`src/rtl/z80_io_capture.sv`:
```
// z80_io_capture
//   Captures every CPU OUT cycle seen on a tv80s-style bus into a small FIFO.
//   A consumer drains the FIFO through a valid/ready interface. The CPU can
//   read FIFO status with IN from STATUS_PORT. Writing to STATUS_PORT clears
//   the sticky overflow flag and is not captured.
//
// Ports
//   clk, reset          rising-edge clock, asynchronous active-high reset
//   iorq_n, m1_n        CPU I/O request / M1 (iorq_n=0 with m1_n=0 is INTA)
//   rd_n, wr_n          CPU read / write strobes
//   addr[15:0], din[7:0] CPU address and data-out buses
//   dout[7:0], dout_en  status byte returned to the CPU, and its drive enable
//   q_valid, q_ready    FIFO head handshake
//   q_port[15:0], q_data[7:0] FIFO head entry (zero when empty)
//   overflow            sticky: a write was dropped because the FIFO was full
module z80_io_capture #(
  parameter int          DEPTH       = 8,     // 2, 4 or 8
  parameter logic [7:0]  STATUS_PORT = 8'hFF
) (
  input  logic        clk,
  input  logic        reset,
  input  logic        iorq_n,
  input  logic        m1_n,
  input  logic        rd_n,
  input  logic        wr_n,
  input  logic [15:0] addr,
  input  logic [7:0]  din,
  output logic [7:0]  dout,
  output logic        dout_en,
  output logic        q_valid,
  input  logic        q_ready,
  output logic [15:0] q_port,
  output logic [7:0]  q_data,
  output logic        overflow
);

  localparam int         PW       = $clog2(DEPTH);
  localparam logic [3:0] FULL_CNT = 4'(DEPTH);

  // State
  logic          wr_act_d_q, wr_act_d_d;
  logic          boot_q, boot_d;          // high only until the first clock after reset
  logic [PW-1:0] wr_ptr_q, wr_ptr_d;
  logic [PW-1:0] rd_ptr_q, rd_ptr_d;
  logic [3:0]    count_q, count_d;
  logic          overflow_q, overflow_d;
  logic [15:0]   mem_port_q [DEPTH];
  logic [7:0]    mem_data_q [DEPTH];

  // Decode
  logic wr_act, rd_act, wr_rise, status_hit;
  logic ctrl_wr, push_req, push, pop, full, empty;

  always_comb begin
    wr_act     = !iorq_n && !wr_n && m1_n;
    rd_act     = !iorq_n && !rd_n && m1_n;
    status_hit = (addr[7:0] == STATUS_PORT);
    // On the first clock after reset the previous strobe is treated as high,
    // so a write cycle already in progress at release is not captured.
    wr_rise    = wr_act && !(wr_act_d_q || boot_q);
    ctrl_wr    = wr_rise && status_hit;
    push_req   = wr_rise && !status_hit;
    full       = (count_q == FULL_CNT);
    empty      = (count_q == 4'd0);
    pop        = !empty && q_ready;
    // When full, a push is only accepted if a pop frees the slot this edge.
    push       = push_req && (!full || pop);
  end

  // NOTE: every signal assigned in always_comb gets a default first; this
  // is what keeps the block free of inferred latches.
  always_comb begin
    wr_act_d_d = wr_act;
    boot_d     = 1'b0;
    wr_ptr_d   = wr_ptr_q;
    rd_ptr_d   = rd_ptr_q;
    count_d    = count_q;
    overflow_d = overflow_q;

    if (push) wr_ptr_d = wr_ptr_q + PW'(1);   // DEPTH is a power of two: natural wrap
    if (pop)  rd_ptr_d = rd_ptr_q + PW'(1);

    unique case ({push, pop})
      2'b10:   count_d = count_q + 4'd1;
      2'b01:   count_d = count_q - 4'd1;
      default: count_d = count_q;
    endcase

    // Clear first so that a set on the same edge wins.
    if (ctrl_wr)                     overflow_d = 1'b0;
    if (push_req && full && !pop)    overflow_d = 1'b1;
  end

  // NOTE: sequential state uses non-blocking assignments only, so every
  // flop samples the pre-edge values regardless of statement order.
  always_ff @(posedge clk or posedge reset) begin
    if (reset) begin
      wr_act_d_q <= 1'b0;
      boot_q     <= 1'b1;
      wr_ptr_q   <= '0;
      rd_ptr_q   <= '0;
      count_q    <= 4'd0;
      overflow_q <= 1'b0;
    end else begin
      wr_act_d_q <= wr_act_d_d;
      boot_q     <= boot_d;
      wr_ptr_q   <= wr_ptr_d;
      rd_ptr_q   <= rd_ptr_d;
      count_q    <= count_d;
      overflow_q <= overflow_d;
    end
  end

  // NOTE: the storage array has no reset; stale entries are never visible
  // because the outputs are masked to zero whenever count is zero.
  always_ff @(posedge clk) begin
    if (push) begin
      mem_port_q[wr_ptr_q] <= addr;
      mem_data_q[wr_ptr_q] <= din;
    end
  end

  // Outputs
  always_comb begin
    q_valid  = !empty;
    q_port   = empty ? 16'h0000 : mem_port_q[rd_ptr_q];
    q_data   = empty ? 8'h00    : mem_data_q[rd_ptr_q];
    overflow = overflow_q;
    dout_en  = rd_act && status_hit;
    dout     = dout_en ? {overflow_q, full, empty, 1'b0, count_q} : 8'h00;
  end

endmodule

```
`config.mk`:
```
export PLATFORM = sky130hd
export DESIGN_NAME = z80_io_capture
export DESIGN_NICKNAME = d
export VERILOG_FILES = /design/src/rtl/z80_io_capture.sv
export SDC_FILE = /design/constraint.sdc
export NUM_CORES = 1
export LEC_CHECK = 0
export ABC_AREA = 1
export BUFFER_PORTS_ARGS = -buffer_cell sky130_fd_sc_hd__buf_2
export CORE_MARGIN = 3
export CORE_UTILIZATION = 25
export DETAILED_ROUTE_END_ITERATION = 12
export PLACE_DENSITY_LB_ADDON = 0.1
export SETUP_SLACK_MARGIN = 0.3
export SYNTH_ARGS = -nofsm -noshare
export SYNTH_HDL_FRONTEND = slang
export SYNTH_SLANG_ARGS = --single-unit
```
`constraint.sdc`:
```
create_clock -name clk -period 6.7 [get_ports clk]
set_input_delay 2.01 -clock clk [delete_from_list [all_inputs] [get_ports clk]]
set_output_delay 2.01 -clock clk [all_outputs]
set_load 0.005 [all_outputs]
```
==> results of run 1 <==
cell type report:
type,count,area (um^2),area share [%]
Timing Repair Buffer,77,417.9,4.218
Tap cell,442,553.0,5.582
Sequential cell,205,6096,61.53
Antenna cell,1,2.502,0.02526
Clock inverter,8,67.56,0.6820
Multi-Input combinational cell,396,2022,20.41
Inverter,21,78.83,0.7957
Clock buffer,34,669.4,6.757
worst paths after layout:
check	endpoint	cells after the start	slack (ns)
min in group asynchronous	count_q[3]	2	1.54
max in group asynchronous	rd_ptr_q[2]	2	4.77
worst max register to register	mem_data_q[6][4]	8	3.89
worst min register to register	wr_ptr_q[0]	2	0.55
worst min-delay path	wr_ptr_q[0]	2	0.55
worst max-delay path	dout[7]	8	1.13
placed cells by master (no fill, tap or decap), types with 2 or more instances in the layout:
cell type	instances
xor2_1	4
dfrtp_1	9
ha_1	3
clkbuf_1	8
nor3_1	2
inv_2	3
edfxtp_1	192
buf_2	64
nor2_2	2
or2_4	2
clkinv_2	2
o32ai_1	48
clkinv_1	3
nand2_2	3
o21ai_0	69
nand3_1	5
nor3_4	6
nand2_1	33
dfrtp_2	3
clkbuf_16	25
nor2_1	204
conb_1	2
inv_1	18
o21ai_1	5
buf_4	13
registers in the layout, summed over array words and instances, names as in the netlist:
| register | flops |
|---|---|
| count_q | 4 |
| mem_port_q | 128 |
| rd_ptr_q | 3 |
| mem_data_q | 64 |
| wr_act_d_q | 1 |
| wr_ptr_q | 3 |
| overflow | 1 |
| boot_q | 1 |
power breakdown:
part           internal [mW]  leakage (nW)  switching [mW]
Sequential              1.45          1.88           0.130
Combinational          0.424          1.18           0.786
Clock                  0.730         0.356           0.483
worst max-delay path: stages:
cell and delay, ns:
buf_2 0.18, nand2_1 0.09, nor2_1 0.31, nand2_1 0.21, nor4_2 0.32, inv_1 0.16, nor2_1 0.13, buf_2 0.13
logic make-up (layout without fill, tap and decap cells):
logic type | count (synthesis) | count (layout) | share of synthesized area (%)
adder cells (fa/ha/maj) | 3 | 3 | 0.4517
flip-flops | 205 | 205 | 73.30
other | 1 | 3 | 0.04512
AND/OR/NAND/NOR | 263 | 263 | 13.05
AO/OA/AOI/OAI | 124 | 124 | 9.649
buffers and inverters | 61 | 140 | 3.086
XOR/XNOR | 4 | 4 | 0.4215
stage by stage:
step	setup slack (ns)	cell area (um^2)	util, %	power, mW	hold WS [ns]
5_1_grt	0.9137	9907	30.37	4.287	0.5866
4_1_cts	1.032	9905	30.36	4.087	0.5527
2_1_floorplan	1.892	8315	-	2.337	0.4969
6_report	1.133	9907	30.37	4.006	0.5527
3_3_place_gp	1.070	9168	28.11	2.819	0.5239
3_5_place_dp	1.037	9168	28.11	2.850	0.5393
routing by layer:
| layer | share of wire [%] | global-route usage (%) | vias up |
|---|---|---|---|
| li1 | - | - | 2511 |
| met1 | 46 | 16.49 | 2715 |
| met2 | 48 | 20.72 | 102 |
| met3 | 4.7 | 2.381 | 31 |
| met4 | 1.7 | 3.122 | 4 |
| met5 | 0.10 | 0 | - |
==> impl_metrics.toml, run 1 <==
[run_status]
outcome = "finished clean"

[global_route]
grt_pass1_vias = 5456
antenna_found_initial = 3
grt_start_max_net_pins = 98
grt_pass1_wl_um = 33470
grt_usage_pct = 12.34
grt_overflow = 0

[timing]
hold_viol = 0
rsz0062_at_grt = "no"
slew_headroom_pct = 28.24
tns_ns = 0
finalMaxSlewViolations = 0
fin_crit_sh_pct = 83.09
fmax_mhz = 179.6
fin_skew_ns = 0.009789
finalSetupViolCount = 0
period_minus_slack_ns = 5.567
worst_slew_pin_slew_ns = 1.076

[worst_setup_path]
worstSetupStartpoint = "addr[7]"
end_kind = "output pin"
arrival_ns = 3.56
crit_path_start_kind = "primary input"
rr_startpoint = "boot_q"
path_class = "primary input to output pin"
path_max_fanout = 9
required_ns = 4.69

[cells_and_area]
num-nets-final = 759
fill_cells = 3269
layout-drive-gt1-share_pct = 17.81
final_cells = 1184
area_growth_pct = 19.19

[floorplanning]
die_w_um = 188.3
coreArea_mm2 = 0.03262
dieArea_mm2 = 0.03547
die_y_um = 188.3
pin_count = 66
rows = 66
start_util_pct = 25.48

[synthesis]
ys_warn_count = 0
yosysTopAreaCell = "edfxtp_1"
ys_top_cells_by_area = "edfxtp_1 69%, nor2_1 9.3%, o32ai_1 5.1%, o21ai_0 4.2%, dfrtp_1 3.6%"
yosysSeqAreaShare_pct = 73.30
syn_inst = 661
synthTopCellsByCount = "205 x nor2_1, 192 x edfxtp_1, 69 x o21ai_0, 48 x o32ai_1, 33 x nand2_1"
synth-seq-cells = 205
synth.most_common_cell = "nor2_1"
synth_top_cell_area_share_pct = 69.37
synth_edf_count = 192
ys.flop_type = "edfxtp_1"
syn_area_per_cell_um2 = 12.57
async_flop_share_pct = 6.341
netlist_area_mm2 = 0.008312
synthDistinctLibCells = 31

[clock_network]
worstSkewPairLatency_ns = 0.51
cts_root_buf = "clkbuf_16"
ctsResizeCount = 0
h-tree-depth = 1
cts.reportedPaths.clkPinSlew_ns = 0.06
cts_num_sinks = 205
post_cts_buffers = 0
cts_tree = "built"
hold_buffers = 0
clock_path_buffers = 3
cts_buffers = 24

[detailed_routing]
routedWlPerCell_um = 18.70
detail-route-antenna-nets = 0
drt_iter0_drc = 322
firstDrtPassIters = 4
drc = 0
routed_via_density = 4.530
drt_wl_total_um = 22150
num_vias = 5363

[worst_hold_path]
worstHoldStart = "wr_ptr_q[0]"
holdCritPathClass = "register to register"

[power]
p_per_area_mw_per_mm2 = 404.4
leakage_nw = 3.415
ir_worst_vdd_uv = 157.7

[placement]
gp_congestion = 0.7258
io_buffers = 64
dp_cells = 1141
dp_hpwl_um = 12150

[job]
maxCapViolations = 0
No activity file was read; power rests on OpenSTA's default activity.
==> run 2: changes to the inputs <==
==> constraint.sdc (replaced) <==
create_clock -name clk -period 4.8 [get_ports clk]
set_input_delay 1.44 -clock clk [delete_from_list [all_inputs] [get_ports clk]]
set_output_delay 1.44 -clock clk [all_outputs]
set_load 0.005 [all_outputs]
==> impl_metrics.toml, run 2 (synthesized netlist as in run 1, its figures left out) <==
[global_route]
grt_start_max_net_pins = 98
antenna_found_initial = 1
grt_pass1_wl_um = 32880
grt_pass1_vias = 5520
grt_usage_pct = 12.04
grt_overflow = 0

[cells_and_area]
multi_input_area_mm2 = 0.002014
num_antenna_cells = 0
final_common_cell = "nor2_1"
regMostFlops = "mem_port_q"
layout-drive-gt1-share_pct = 18.85
num-nets-final = 767
area_growth_pct = 20.55
ff_latch_area_mm2 = 0.006095
largest_reg_flops = 128
fill_cells = 3271
final_cell_mix = "203 x nor2_1, 192 x edfxtp_1, 69 x o21ai_0"
largestRegisters = "mem_port_q x128, mem_data_q x64, count_q x4"

[clock_network]
cts_buffers = 25
ctsResizeCount = 0
hold_buffers = 0
worstSkewPairLatency_ns = 0.51
cts.reportedPaths.clkPinSlew_ns = 0.06
post_cts_buffers = 0
cts_num_sinks = 205
clock_path_buffers = 3
cts_root_buf = "clkbuf_16"
cts_tree = "built"
h-tree-depth = 1

[power]
leakage_nw = 3.479
intPower_mw = 3.703
swShare_pct = 34.40
power_switching_mw = 1.942
p_comb_share_pct = 31.1
pwr-share-seq_pct = 37.9
ir_worst_vdd_uv = 366.6
p_per_area_mw_per_mm2 = 563.4
clock_power_share_pct = 31.0

[worst_setup_path]
crit_path_start_kind = "primary input"
arrival_ns = 2.80
cp_cell_sequence = "buf_2 -> nand2_1 -> nor2_2 -> nand2_1 -> nor4_4 -> inv_1 -> nor2_1 -> buf_2"
end_kind = "output pin"
path_max_fanout = 9
path_class = "primary input to output pin"
cpPeakStageDelay_ns = 0.24
required_ns = 3.36
cp_slowest_cell = "nor4_4"

[detailed_routing]
detail-route-antenna-nets = 0
drt_wl_total_um = 21390
num_vias = 5319
drc = 0
routedWlPerCell_um = 17.98
routed_via_density = 4.470
firstDrtPassIters = 4
drt_iter0_drc = 301

[timing]
fin_crit_sh_pct = 88.34
layout_setup_ws_ns = 0.5599
worst_slew_pin_slew_ns = 0.8144
hold_viol = 0
period_minus_slack_ns = 4.240
tns_ns = 0
fmax_mhz = 235.8
rsz0062_at_grt = "no"
finalMaxSlewViolations = 0
fin_skew_ns = 0.01373
finalSetupViolCount = 0
slew_headroom_pct = 45.71

[floorplanning]
start_util_pct = 25.48
die_y_um = 188.3
coreArea_mm2 = 0.03262
die_w_um = 188.3
dieArea_mm2 = 0.03547
rows = 66
pin_count = 66

[placement]
pre_cts_ws_ns = 0.3166
gp_congestion = 0.6884
dp_hpwl_um = 12210
io_buffers = 64

[run_status]
outcome = "finished clean"

[job]
maxCapViolations = 0

[worst_hold_path]
holdCritPathClass = "register to register"
==> run 2: cell types whose count changed in the layout (fill, tap and decap cells not counted), moves of 2 or more <==
| cell | previous run | this run |
|---|---|---|
| buf_12 | 0 | 4 |
| clkinv_1 | 3 | 5 |
| clkinv_2 | 2 | 4 |
| buf_4 | 13 | 16 |
| clkbuf_1 | 8 | 4 |
| nor3_4 | 6 | 3 |
| nor3_2 | 0 | 3 |
==> run 2: routing by layer <==
| layer | wire length (um) | GRT usage, % |
|---|---|---|
| met4 | 462 | 3.523 |
| met2 | 10330 | 20.61 |
| met1 | 9572 | 15.43 |
| met3 | 1009 | 2.549 |
| met5 | 13 | 0 |
==> run 2: final timing paths <==
path | from | end | slack [ns] | cells past startpoint
worst max register to register | boot_q | mem_data_q[2][3] | 2.36 | 8
max in group asynchronous | reset | rd_ptr_q[1] | 3.45 | 2
worst min register to register | wr_ptr_q[0] | wr_ptr_q[0] | 0.54 | 2
worst min-delay path | wr_ptr_q[0] | wr_ptr_q[0] | 0.54 | 2
min in group asynchronous | reset | count_q[1] | 0.96 | 2
worst max-delay path | addr[7] | dout[5] | 0.56 | 8
==> run 2: power groups by stage <==
| stage | sequential, mW | combinational [mW] | clock, mW |
|---|---|---|---|
| floorplan | 2.10 | 1.16 | 0 |
| global placement | 2.18 | 1.78 | 0 |
| detailed placement | 2.18 | 1.81 | 0 |
| CTS | 2.14 | 1.81 | 1.81 |
| global route | 2.16 | 2.01 | 1.89 |
| finish | 2.14 | 1.76 | 1.75 |
==> run 2: worst max-delay path, delay by kind of cell <==
kind	cells	cell delay, ns
buffers and inverters	3	0.47
and+or+nand+nor	5	0.88
==> run 2: area by class of cell <==
class | count | area share, %
Clock inverter | 13 | 1.174
Sequential cell | 205 | 60.83
Timing Repair Buffer | 84 | 5.195
Clock buffer | 29 | 6.394
Tap cell | 442 | 5.519
Multi-Input combinational cell | 396 | 20.10
Inverter | 21 | 0.7867
==> run 2: metrics by stage <==
| stage | power, mW | cells | cell area (um^2) | util (%) | hold WS (ns) |
|---|---|---|---|---|---|
| 2_1_floorplan | 3.263 | 662 | 8315 | - | 0.4969 |
| 3_3_place_gp | 3.962 | 1148 | 9250 | 28.36 | 0.5210 |
| 3_5_place_dp | 3.988 | 1148 | 9250 | 28.36 | 0.5227 |
| 4_1_cts | 5.768 | 1190 | 10010 | 30.68 | 0.5404 |
| 5_1_grt | 6.061 | 1190 | 10020 | 30.72 | 0.5666 |
| 6_report | 5.645 | 1190 | 10020 | 30.72 | 0.5385 |
==> run 3: changes to the inputs <==
--- a/config.mk
+++ b/config.mk
@@ -7,8 +7,9 @@
 export LEC_CHECK = 0
 export ABC_AREA = 1
 export BUFFER_PORTS_ARGS = -buffer_cell sky130_fd_sc_hd__buf_2
+export CAP_MARGIN = 20
 export CORE_MARGIN = 3
-export CORE_UTILIZATION = 25
+export CORE_UTILIZATION = 54
 export DETAILED_ROUTE_END_ITERATION = 12
 export PLACE_DENSITY_LB_ADDON = 0.1
 export SETUP_SLACK_MARGIN = 0.3
==> impl_metrics.toml, run 3 (synthesized netlist as in run 1, its figures left out) <==
[run_status]
outcome = "finished clean"

[cells_and_area]
ff_latch_area_mm2 = 0.006095
largest_reg_flops = 128
multi_input_area_mm2 = 0.002003
area_growth_pct = 14.39
final_common_cell = "nor2_1"
regMostFlops = "mem_port_q"
largestRegisters = "mem_port_q x128, mem_data_q x64, count_q x4"
num_antenna_cells = 0
fill_cells = 1113
num-nets-final = 761
layout-drive-gt1-share_pct = 17.59
final_cell_mix = "204 x nor2_1, 192 x edfxtp_1, 69 x o21ai_0"

[timing]
slew_headroom_pct = 29.50
finalMaxSlewViolations = 0
fmax_mhz = 238.2
fin_skew_ns = 0.009721
finalSetupViolCount = 0
hold_viol = 0
worst_slew_pin_slew_ns = 1.057
period_minus_slack_ns = 4.198
rsz0062_at_grt = "no"
fin_crit_sh_pct = 87.45
whs_ns = 0.5567
tns_ns = 0

[floorplanning]
coreArea_mm2 = 0.01481
dieArea_mm2 = 0.01692
start_util_pct = 56.13
pin_count = 66
rows = 44
die_y_um = 130.1
die_w_um = 130.1

[detailed_routing]
drt_iter0_drc = 356
firstDrtPassIters = 4
num_vias = 5331
drt_wl_total_um = 17550
routed_via_density = 5.776
routedWlPerCell_um = 19.02
drc = 0
detail-route-antenna-nets = 0

[worst_setup_path]
end_kind = "output pin"
arrival_ns = 2.76
required_ns = 3.36
crit_path_start_kind = "register"
path_class = "register to output pin"
worstSetupStartpoint = "rd_ptr_q[1]"
path_max_fanout = 61
rr_startpoint = "boot_q"

[clock_network]
cts_tree = "built"
h-tree-depth = 1
hold_buffers = 0
worstSkewPairLatency_ns = 0.47
post_cts_buffers = 0
clock_path_buffers = 3
cts.reportedPaths.clkPinSlew_ns = 0.06
cts_num_sinks = 205
cts_root_buf = "clkbuf_16"
ctsResizeCount = 0
cts_buffers = 21

[global_route]
antenna_found_initial = 0
grt_pass1_wl_um = 27460
grt_overflow = 0
grt_start_max_net_pins = 98
grt_usage_pct = 21.11
grt_pass1_vias = 5243

[power]
leakage_nw = 3.390
ir_worst_vdd_uv = 369.1
intPower_mw = 3.526
clock_power_share_pct = 28.4
p_per_area_mw_per_mm2 = 556.4
power_switching_mw = 1.764
pwr-share-seq_pct = 40.7
swShare_pct = 33.34
p_comb_share_pct = 30.9

[worst_hold_path]
holdCritPathClass = "register to register"
worstHoldStart = "wr_ptr_q[0]"

[placement]
io_buffers = 64
dp_hpwl_um = 9772
gp_congestion = 0.7594

[job]
maxCapViolations = 0
run 3: changes by cell type in the layout (fill, tap and decap cells not counted), sizes merged:
cell | previous run | this run
buf | 84 | 82
clkinv | 9 | 7
clkinvlp | 1 | 0
clkbuf | 29 | 26
inv | 22 | 21
run 3: path summary, 6_finish.rpt:
kind | to | slack (ns) | cells after the start
max in group asynchronous | rd_ptr_q[1] | 3.41 | 2
setup / recovery | q_port[8] | 0.60 | 6
hold reg to reg | wr_ptr_q[0] | 0.56 | 2
hold / removal | wr_ptr_q[0] | 0.56 | 2
min in group asynchronous | wr_ptr_q[0] | 1.00 | 2
setup reg to reg | mem_port_q[2][6] | 2.39 | 8
run 3: cell type report:
| type | instances | area share [%] |
|---|---|---|
| multi-input combinational | 396 | 21.07 |
| timing repair buffer | 82 | 4.922 |
| clock buffer | 26 | 5.724 |
| clock inverter | 9 | 0.9343 |
| sequential | 205 | 64.10 |
| inverter | 21 | 0.8291 |
| tap | 184 | 2.421 |
run 3: critical path, cell delays in order, from the launching register on:
cell     delay, ns
dfrtp_2       1.06
buf_4         0.42
o21ai_0       0.14
o32ai_1       0.17
o21ai_0       0.13
nor2_1        0.19
buf_2         0.14
run 3: power by group through the flow:
stage	registers (mW)	logic, mW	clock network, mW
global route	2.16	1.85	1.61
global placement	2.18	1.60	0
CTS	2.15	1.65	1.53
finish	2.15	1.63	1.50
floorplan	2.10	1.16	0
detailed placement	2.19	1.64	0
run 3: metal layers:
metal  global-route usage [%]  vias up  part of all wire (%)
li1                         -     2511                     -
met1                    29.22     2590                    43
met2                    34.61      178                    48
met3                    2.988       52                   6.2
met4                    7.641        0                   3.3
met5                        0        -                     0
run 3: per-stage QoR:
step | utilization [%] | cell area (um^2) | cells | power (mW) | setup slack [ns]
4_1_cts | 64.20 | 9508 | 923 | 5.334 | 0.6176
2_1_floorplan | - | 8315 | 662 | 3.263 | 0.6099
6_report | 64.20 | 9508 | 923 | 5.290 | 0.6025
3_3_place_gp | 59.93 | 8875 | 888 | 3.782 | 0.7128
5_1_grt | 64.20 | 9508 | 923 | 5.618 | 0.4698
3_5_place_dp | 59.93 | 8875 | 888 | 3.828 | 0.6163
